## config.mk

```make
export PLATFORM = sky130hd
export DESIGN_NAME = control_sequencer
export DESIGN_NICKNAME = d
export VERILOG_FILES = /design/src/rtl/control_sequencer.sv
export SDC_FILE = /design/constraint.sdc
export NUM_CORES = 1
export LEC_CHECK = 0
export CAP_MARGIN = 10
export CORE_MARGIN = 2
export CORE_UTILIZATION = 32
export CTS_CLUSTER_DIAMETER = 80
export DETAILED_ROUTE_END_ITERATION = 10
export PLACE_DENSITY_LB_ADDON = 0.25
export SLEW_MARGIN = 20
export SYNTH_ARGS = -nofsm -noshare
export SYNTH_HDL_FRONTEND = slang
export SYNTH_SLANG_ARGS = --single-unit
```

## constraint.sdc

```tcl
create_clock -name clk -period 1.6 [get_ports clk]
set_input_delay 0.32 -clock clk [delete_from_list [all_inputs] [get_ports clk]]
set_output_delay 0.32 -clock clk [all_outputs]
set_load 0.02 [all_outputs]
```

## src/rtl/control_sequencer.sv

```systemverilog
// control_sequencer: hardwired fetch/decode/execute controller for the single-bus CPU.
// Define INSTR_COUNT_EN to build the retired-instruction counter; otherwise instr_count is 0.
module control_sequencer #(
  parameter int         MEM_TIMEOUT = 15,
  parameter logic [5:0] ADD_SEL     = 6'd3
) (
  input  logic        clk,
  input  logic        clr,
  input  logic [31:0] ir,
  input  logic        con_ff,
  input  logic        mem_ready,
  output logic [31:0] reg_enable,
  output logic [31:0] bus_sel,
  output logic [5:0]  ALU_Sel,
  output logic        read,
  output logic        write,
  output logic        incPC,
  output logic        Gra,
  output logic        Grb,
  output logic        Grc,
  output logic        Rin,
  output logic        Rout,
  output logic        BAout,
  output logic        conIn,
  output logic        halted,
  output logic        mem_err,
  output logic [31:0] instr_count
);
  typedef enum logic [3:0] {T0, T1, T2, T3, T4, T5, T6, T7, HALT} state_t;
  localparam logic [7:0] TMO = 8'(MEM_TIMEOUT);
  localparam int RZ = 19, RPC = 20, RIR = 21, RMDR = 22, RMAR = 23, RY = 24;
  localparam int BZ = 19, BPC = 20, BMDR = 21, BC = 23;
  state_t state;
  logic [7:0] wcnt;
  logic [4:0] op;
  logic [5:0] imm_sel;
  logic is_ld, is_ldi, is_st, is_alu, is_imm, is_br, is_jr, is_nop, is_halt;
  logic mem_op, wb, illegal, wt, tmo;
  logic unused_ir;
  assign op        = ir[31:27];
  assign unused_ir = ^ir[26:0];
  assign is_ld     = op == 5'b00000;
  assign is_ldi    = op == 5'b00001;
  assign is_st     = op == 5'b00010;
  assign is_alu    = op >= 5'b00011 && op <= 5'b01010;
  assign is_imm    = op >= 5'b01011 && op <= 5'b01101;
  assign is_br     = op == 5'b10010;
  assign is_jr     = op == 5'b10011;
  assign is_nop    = op == 5'b11001;
  assign is_halt   = op == 5'b11010;
  assign mem_op    = is_ld || is_ldi || is_st;
  assign wb        = is_alu || is_imm || is_ldi;
  assign illegal   = state == T3 && !(mem_op || is_alu || is_imm || is_br || is_jr || is_nop || is_halt);
  assign imm_sel   = op == 5'b01011 ? ADD_SEL : op == 5'b01100 ? 6'd5 : 6'd6;
  // wait states: fetch read, ld operand read, st write
  assign wt        = state == T1 || (state == T6 && is_ld) || (state == T7 && is_st);
  assign tmo       = !mem_ready && wcnt + 8'd1 == TMO;
  always_ff @(posedge clk or posedge clr)
    if (clr) begin
      state   <= T0;
      wcnt    <= '0;
      mem_err <= 1'b0;
    end else begin
      wcnt <= wt && !mem_ready ? wcnt + 8'd1 : '0;
      if (wt && tmo) mem_err <= 1'b1;
      case (state)
        T0:      state <= T1;
        T1:      state <= mem_ready ? T2 : tmo ? HALT : T1;
        T2:      state <= T3;
        T3:      state <= is_halt ? HALT : (is_jr || is_nop || illegal) ? T0 : T4;
        T4:      state <= T5;
        T5:      state <= (is_ld || is_st || is_br) ? T6 : T0;
        T6:      state <= is_ld ? (mem_ready ? T7 : tmo ? HALT : T6) : is_st ? T7 : T0;
        T7:      state <= !is_st || mem_ready ? T0 : tmo ? HALT : T7;
        default: state <= HALT;
      endcase
    end
  always_comb begin
    reg_enable = '0;
    bus_sel    = '0;
    ALU_Sel    = '0;
    read       = 1'b0;
    write      = 1'b0;
    incPC      = 1'b0;
    Gra        = 1'b0;
    Grb        = 1'b0;
    Grc        = 1'b0;
    Rin        = 1'b0;
    Rout       = 1'b0;
    BAout      = 1'b0;
    conIn      = 1'b0;
    halted     = 1'b0;
    if (!clr)
      case (state)
        T0: begin
          bus_sel[BPC]     = 1'b1;
          reg_enable[RMAR] = 1'b1;
          incPC            = 1'b1;
        end
        T1: begin
          read             = 1'b1;
          reg_enable[RMDR] = 1'b1;
        end
        T2: begin
          bus_sel[BMDR]   = 1'b1;
          reg_enable[RIR] = 1'b1;
        end
        T3: begin
          Gra             = is_br || is_jr;
          Grb             = is_alu || is_imm || mem_op;
          Rout            = is_alu || is_imm || is_br || is_jr;
          BAout           = mem_op;
          reg_enable[RY]  = is_alu || is_imm || mem_op;
          reg_enable[RPC] = is_jr;
          conIn           = is_br;
        end
        T4: begin
          Grc            = is_alu;
          Rout           = is_alu;
          bus_sel[BC]    = is_imm || mem_op;
          bus_sel[BPC]   = is_br;
          reg_enable[RY] = is_br;
          reg_enable[RZ] = is_alu || is_imm || mem_op;
          ALU_Sel        = is_alu ? {1'b0, op} : is_imm ? imm_sel : mem_op ? ADD_SEL : 6'd0;
        end
        T5: begin
          bus_sel[BZ]      = wb || is_ld || is_st;
          Gra              = wb;
          Rin              = wb;
          reg_enable[RMAR] = is_ld || is_st;
          bus_sel[BC]      = is_br;
          reg_enable[RZ]   = is_br;
          ALU_Sel          = is_br ? ADD_SEL : 6'd0;
        end
        T6: begin
          read             = is_ld;
          reg_enable[RMDR] = is_ld || is_st;
          Gra              = is_st;
          Rout             = is_st;
          bus_sel[BZ]      = is_br && con_ff;
          reg_enable[RPC]  = is_br && con_ff;
        end
        T7: begin
          bus_sel[BMDR] = is_ld;
          Gra           = is_ld;
          Rin           = is_ld;
          write         = is_st;
        end
        HALT:    halted = 1'b1;
        default: ;
      endcase
  end
`ifdef INSTR_COUNT_EN
  always_ff @(posedge clk or posedge clr)
    if (clr) instr_count <= '0;
    else if (state == T2) instr_count <= instr_count + 32'd1;
`else
  assign instr_count = '0;
`endif
endmodule

```

Yosys cells after proc, flatten, opt, wreduce, memory -nomap -nowiden
Index checks and enable logic that the tools add are counted.

storage, ports and cells
  input bits = 36
  word-level logic and storage cells = 119
  output and inout port bits = 114
  bits in registers = 13

operators by class
  reductions and logical operators = 38
  $add $sub $neg = 1
  mux-type cells = 56
  equality and inequality tests = 17
  $lt $le $gt $ge = 4

operators by type and width
  cell                                                                                 number
  4-bit 2-to-1 mux                                                                     8
  4-bit one-hot mux with 8 select lines                                                1
  1-bit logical OR                                                                     24
  1-bit one-hot mux with 2 select lines                                                11
  5-bit equality test, second input constant                                           4
  1-bit 2-to-1 mux                                                                     20
  3-bit 2-to-1 mux                                                                     6
  4-bit by 3-bit equality test with 1-bit output, second input constant                4
  5-bit by 4-bit equality test with 1-bit output, second input constant                2
  5-bit by 4-bit less-or-equal comparator with 1-bit output, second input constant     2
  5-bit 2-to-1 mux                                                                     2
  5-bit one-hot mux with 2 select lines                                                1
  1-bit logical AND                                                                    9
  8-bit by 1-bit adder with 8-bit output, second input constant                        1
  4-bit by 2-bit equality test with 1-bit output, second input constant                2
  8-bit by 4-bit equality test with 1-bit output, second input constant                1
  8-bit 2-to-1 mux                                                                     1
  2-bit 2-to-1 mux                                                                     3
  6-bit 2-to-1 mux                                                                     1
  5-bit by 1-bit equality test with 1-bit output, second input constant                1
  5-bit by 2-bit equality test with 1-bit output, second input constant                1
  5-bit by 2-bit greater-or-equal comparator with 1-bit output, second input constant  1
  5-bit by 4-bit greater-or-equal comparator with 1-bit output, second input constant  1
  5-bit logical NOT                                                                    1
  6 further kinds                                                                      8

Depth between registers and ports, before layout
  depth after elaboration = 15
  depth in mapped cells = 6
  gate-level depth less buffers = 6

Least setup slack after synthesis
No wires, ideal clock.

  path type = input -> output
  start point = input ir[29]
  end point = output bus_sel[20]
  stages = 4
  setup slack = -0.582 ns
  arrival time = 1.862 ns
  required time = 1.280 ns
  buffers on the path = 1
  cells stage by stage = buf_4 > nor2_4 > nand2_1 > a2111oi_0

on the way
  cells in the longest elaborated chain, start to end = 3

ends and longest elaborated chain
  item                                   RTL line  source
  start, declared                        9         input logic [31:0] ir,
  5-bit equality test                    47        assign is_br = op == 5'b10010;
  1-bit one-hot mux with 2 select lines  94        case (state)
  3-bit 2-to-1 mux                       93        if (!clr)
  end, declared                          13        output logic [31:0] bus_sel,

Every way passes these cells.

Worst setup path in the final report
  start point = register state[1]
  end point = output ALU_Sel[1]

on the way
  cells in the longest elaborated chain, start to end = 3
  elaborated cells on any way between the ends = 4
  classes of those cells = 2 x eq/ne; 2 x mux

ends and longest elaborated chain
  item                                            RTL line  source
  start, declared                                 33        state_t state;
  start signal, assigned                          68        T1: state <= mem_ready ? T2 : tmo ? HALT : T1;
  start signal, assigned                          70        T3: state <= is_halt ? HALT : (is_jr || is_nop || illegal) ? T0 : T4;
  start signal, assigned                          72        T5: state <= (is_ld || is_st || is_br) ? T6 : T0;
  4-bit by 3-bit equality test with 1-bit output  94
  5-bit one-hot mux with 2 select lines *         94
  5-bit 2-to-1 mux *                              93
  end, declared                                   14        output logic [5:0] ALU_Sel,

Mark *: on every way between the ends. The rest lies on a longest branch, timed or not.

==> results.md <==
* Status: finished with violations
* Failing checks: setup timing
* Sequential share of the synthesized area at ~16%
* GRT Total Usage at between 10 and 15%
* Leak pwr at approximately 0.0015 uW
* Area leader, netlist: buf_4
* YS warnings at 0
* CORE AREA at 6030 um^2
* Port Buffers at 34
* Residual DRC at 0
* First-pass GRT wire length at roughly 8600 um
* Full die area at roughly 7000 um^2
* Post-Syn Area at between 2000 and 2500 um^2
* Primary FF master, synth: dfrtp_1
* Drt wl/cell at between 10 and 15 um
* Final period util at 135%
* H-tree Lvls at 1
* Pin count of the biggest net entering global routing at 14
* Fin util at a little over half
* Register bit count reported by yosys at 13
* Pre-CTS setup slack at -1.08 ns
* Hold Path Class: flip-flop to flip-flop
* R2R Setup Slk at -0.13 ns
* Global route overflow at 0
* Final Worst Setup Slack at -0.553 ns
* Worst clock skew at slightly above 0.003 ns
* RSZ-0062 raised after global routing: yes
* Crit path launch type: flip-flop
* Final #Nets at between 400 and 500
* Most common cell in the netlist: buf_4
* Hold WS at 0.472 ns
* Max VDD drop at 680 uV
* Post-DP HPWL at around 3800 um
* Worst EP arrival at 1.83 ns
* Initial Util at between 30% and 40%
* Layout cell share with drive strength beyond 1 at roughly 50%
* Critical Path Sink: ALU_Sel[1]
* TritonCTS buffer count at 3
* Via Count at a little under 2000
* Worst-path clk slew at about 0.050 ns
* Final hold violation count at 0
* Max Freq at around 460 MHz
* Worst-Skew Late Latency at ~0.24 ns
* Post-synth EDFFs at 0
* CTS Hold Bufs at 0
* Antenna violations before repair at 0
* DRT Wirelength at 5680 um
* Row count at 28
* Min Tclk post-route at 2.15 ns
* CTS tree: built
* Synth top area share at about a third
* Max Cap Viol at 0
* Cells after Synth at approximately 270
* Drt pass-1 iters at 4
* Crit Path Max Fanout at 4
* Final setup viols at 37
* Clock Path Buffers at 2
* Crit path from: state[1]
* Reg2reg start: state[0]
* ANT cells at 0
* Post-synthesis async set-or-reset flop share at between 90% and 100%
* Slew Viols, Final at 0
* Crit end category: output pin
* Vias per inst at approximately 4.4
* Root Driver: clkbuf_8
* Synth cell count leaders: 89 x buf_4, 23 x nor2_1, 21 x nand2_1
* 1st-iter DRT viols at approximately 100
* Layout Area Growth over Synthesis at 56.8%
* Hold Path Depth at 1
* Die Y at about 83 um
* CTS Sinks at 13
* Required @ worst endpoint at 1.28 ns
* I/O pins at 150
* WS Path Type: flip-flop to output pin
* Post-route ant nets at 0
* Vias in the first global route at between 1500 and 2000
* Top cells by area, synth: buf_4 33%, dfrtp_1 16%, nor2_1 4.3%, nand2_1 3.9%, a21oi_1 3.0%
* Die W at 83.5 um
* Mean post-synth cell area at around 7.4 um^2
* Power Density at 978 nW/um^2
* R2R Path End: mem_err
* Reg2reg path depth at 8
* Final GP Congestion at roughly 0.84
* Distinct cell type count after synthesis at between 50 and 60
what timing repair did:
item,CTS,global route
buffers inserted,19,13
pin swaps,35,25
endpoints found under the setup margin,38,38
gates resized for setup,220,44
cloned,2,0
cells in the final DEF, fill, tap and decap left out, types with 4 or more instances in the layout:
master / Yosys / layout
a21oi_1: 12 / 5
a21oi_2: 0 / 7
buf_2: 9 / 5
buf_4: 89 / 65
buf_6: 0 / 41
conb_1: 1 / 88
dfrtp_1: 13 / 10
inv_1: 4 / 4
nand2_1: 21 / 16
nand2_2: 0 / 4
nand3_1: 10 / 6
nand3_2: 0 / 4
nor2_1: 23 / 12
nor2_2: 0 / 8
nor2_4: 1 / 4
nor2b_1: 4 / 4
nor4_4: 1 / 4
o21ai_0: 6 / 5
or2_4: 1 / 4
xnor2_1: 5 / 5
registers in the layout, indices dropped and copies added (netlist names):
signal and count:
wcnt 8, state 4, mem_err 1
area by class of cell:
cell class / instances / area [um^2]
fill: 557 / 2860
timing repair buffer: 116 / 1020
clock buffer: 4 / 45.0
inverter: 4 / 15.0
tap: 75 / 93.8
multi-input combinational: 242 / 1660
sequential: 13 / 329
per-stage QoR:
stage,setup TNS [ns],total power (uW),area [um^2],instances
2_1_floorplan,-3.40,1550,2410,359
3_3_place_gp,-30.90,2020,2530,423
3_5_place_dp,-31.31,2040,2530,423
4_1_cts,-10.72,2870,2970,448
5_1_grt,-13.16,3280,3170,454
6_report,-11.23,3100,3170,454
worst min-delay path by stage:
stage	to	slack [ns]	from
finish	mem_err	0.47	mem_err
global route	mem_err	0.50	mem_err
CTS	mem_err	0.48	mem_err
detailed placement	mem_err	0.47	mem_err
global placement	mem_err	0.47	mem_err
floorplan	mem_err	0.46	clr
logic make-up (layout without fill, tap and decap cells):
| group | Yosys count | count (layout) | synth area share [%] |
|---|---|---|---|
| multiplexers | 1 | 1 | 0.495 |
| XOR/XNOR | 10 | 10 | 4.33 |
| AO/OA/AOI/OAI | 42 | 43 | 13.9 |
| adder cells (fa/ha/maj) | 2 | 2 | 1.24 |
| AND/OR/NAND/NOR | 98 | 98 | 27.2 |
| other | 1 | 88 | 0.186 |
| buffers and inverters | 105 | 124 | 36.6 |
| flip-flops | 13 | 13 | 16.1 |
layer usage:
layer  routed length [um]  vias up  part of all wire [%]  global-route usage, %
met5                    0        -                     0                      0
met4                   20        0                  0.35                   1.32
met3                  343        4                   6.0                   2.47
met2                 2960       82                    52                   25.9
met1                 2360      939                    42                   19.0
li1                     -      965                     -                      -
worst max-delay path: stages, from the launching register on:
cell and delay, ns:
dfrtp_1 0.40, buf_6 0.13, and2b_2 0.24, nand2b_4 0.07
or3_4 0.42, buf_6 0.13, nand3_2 0.07, buf_6 0.11
where the power goes:
part / switching [uW] / internal (uW) / leakage (uW)
logic: 1200 / 1130 / 0.00130
clock network: 113 / 176 / 0.0000228
registers: 84.0 / 394 / 0.000172
total: 1400 / 1700 / 0.00149
(Power assumes the default switching activity.)
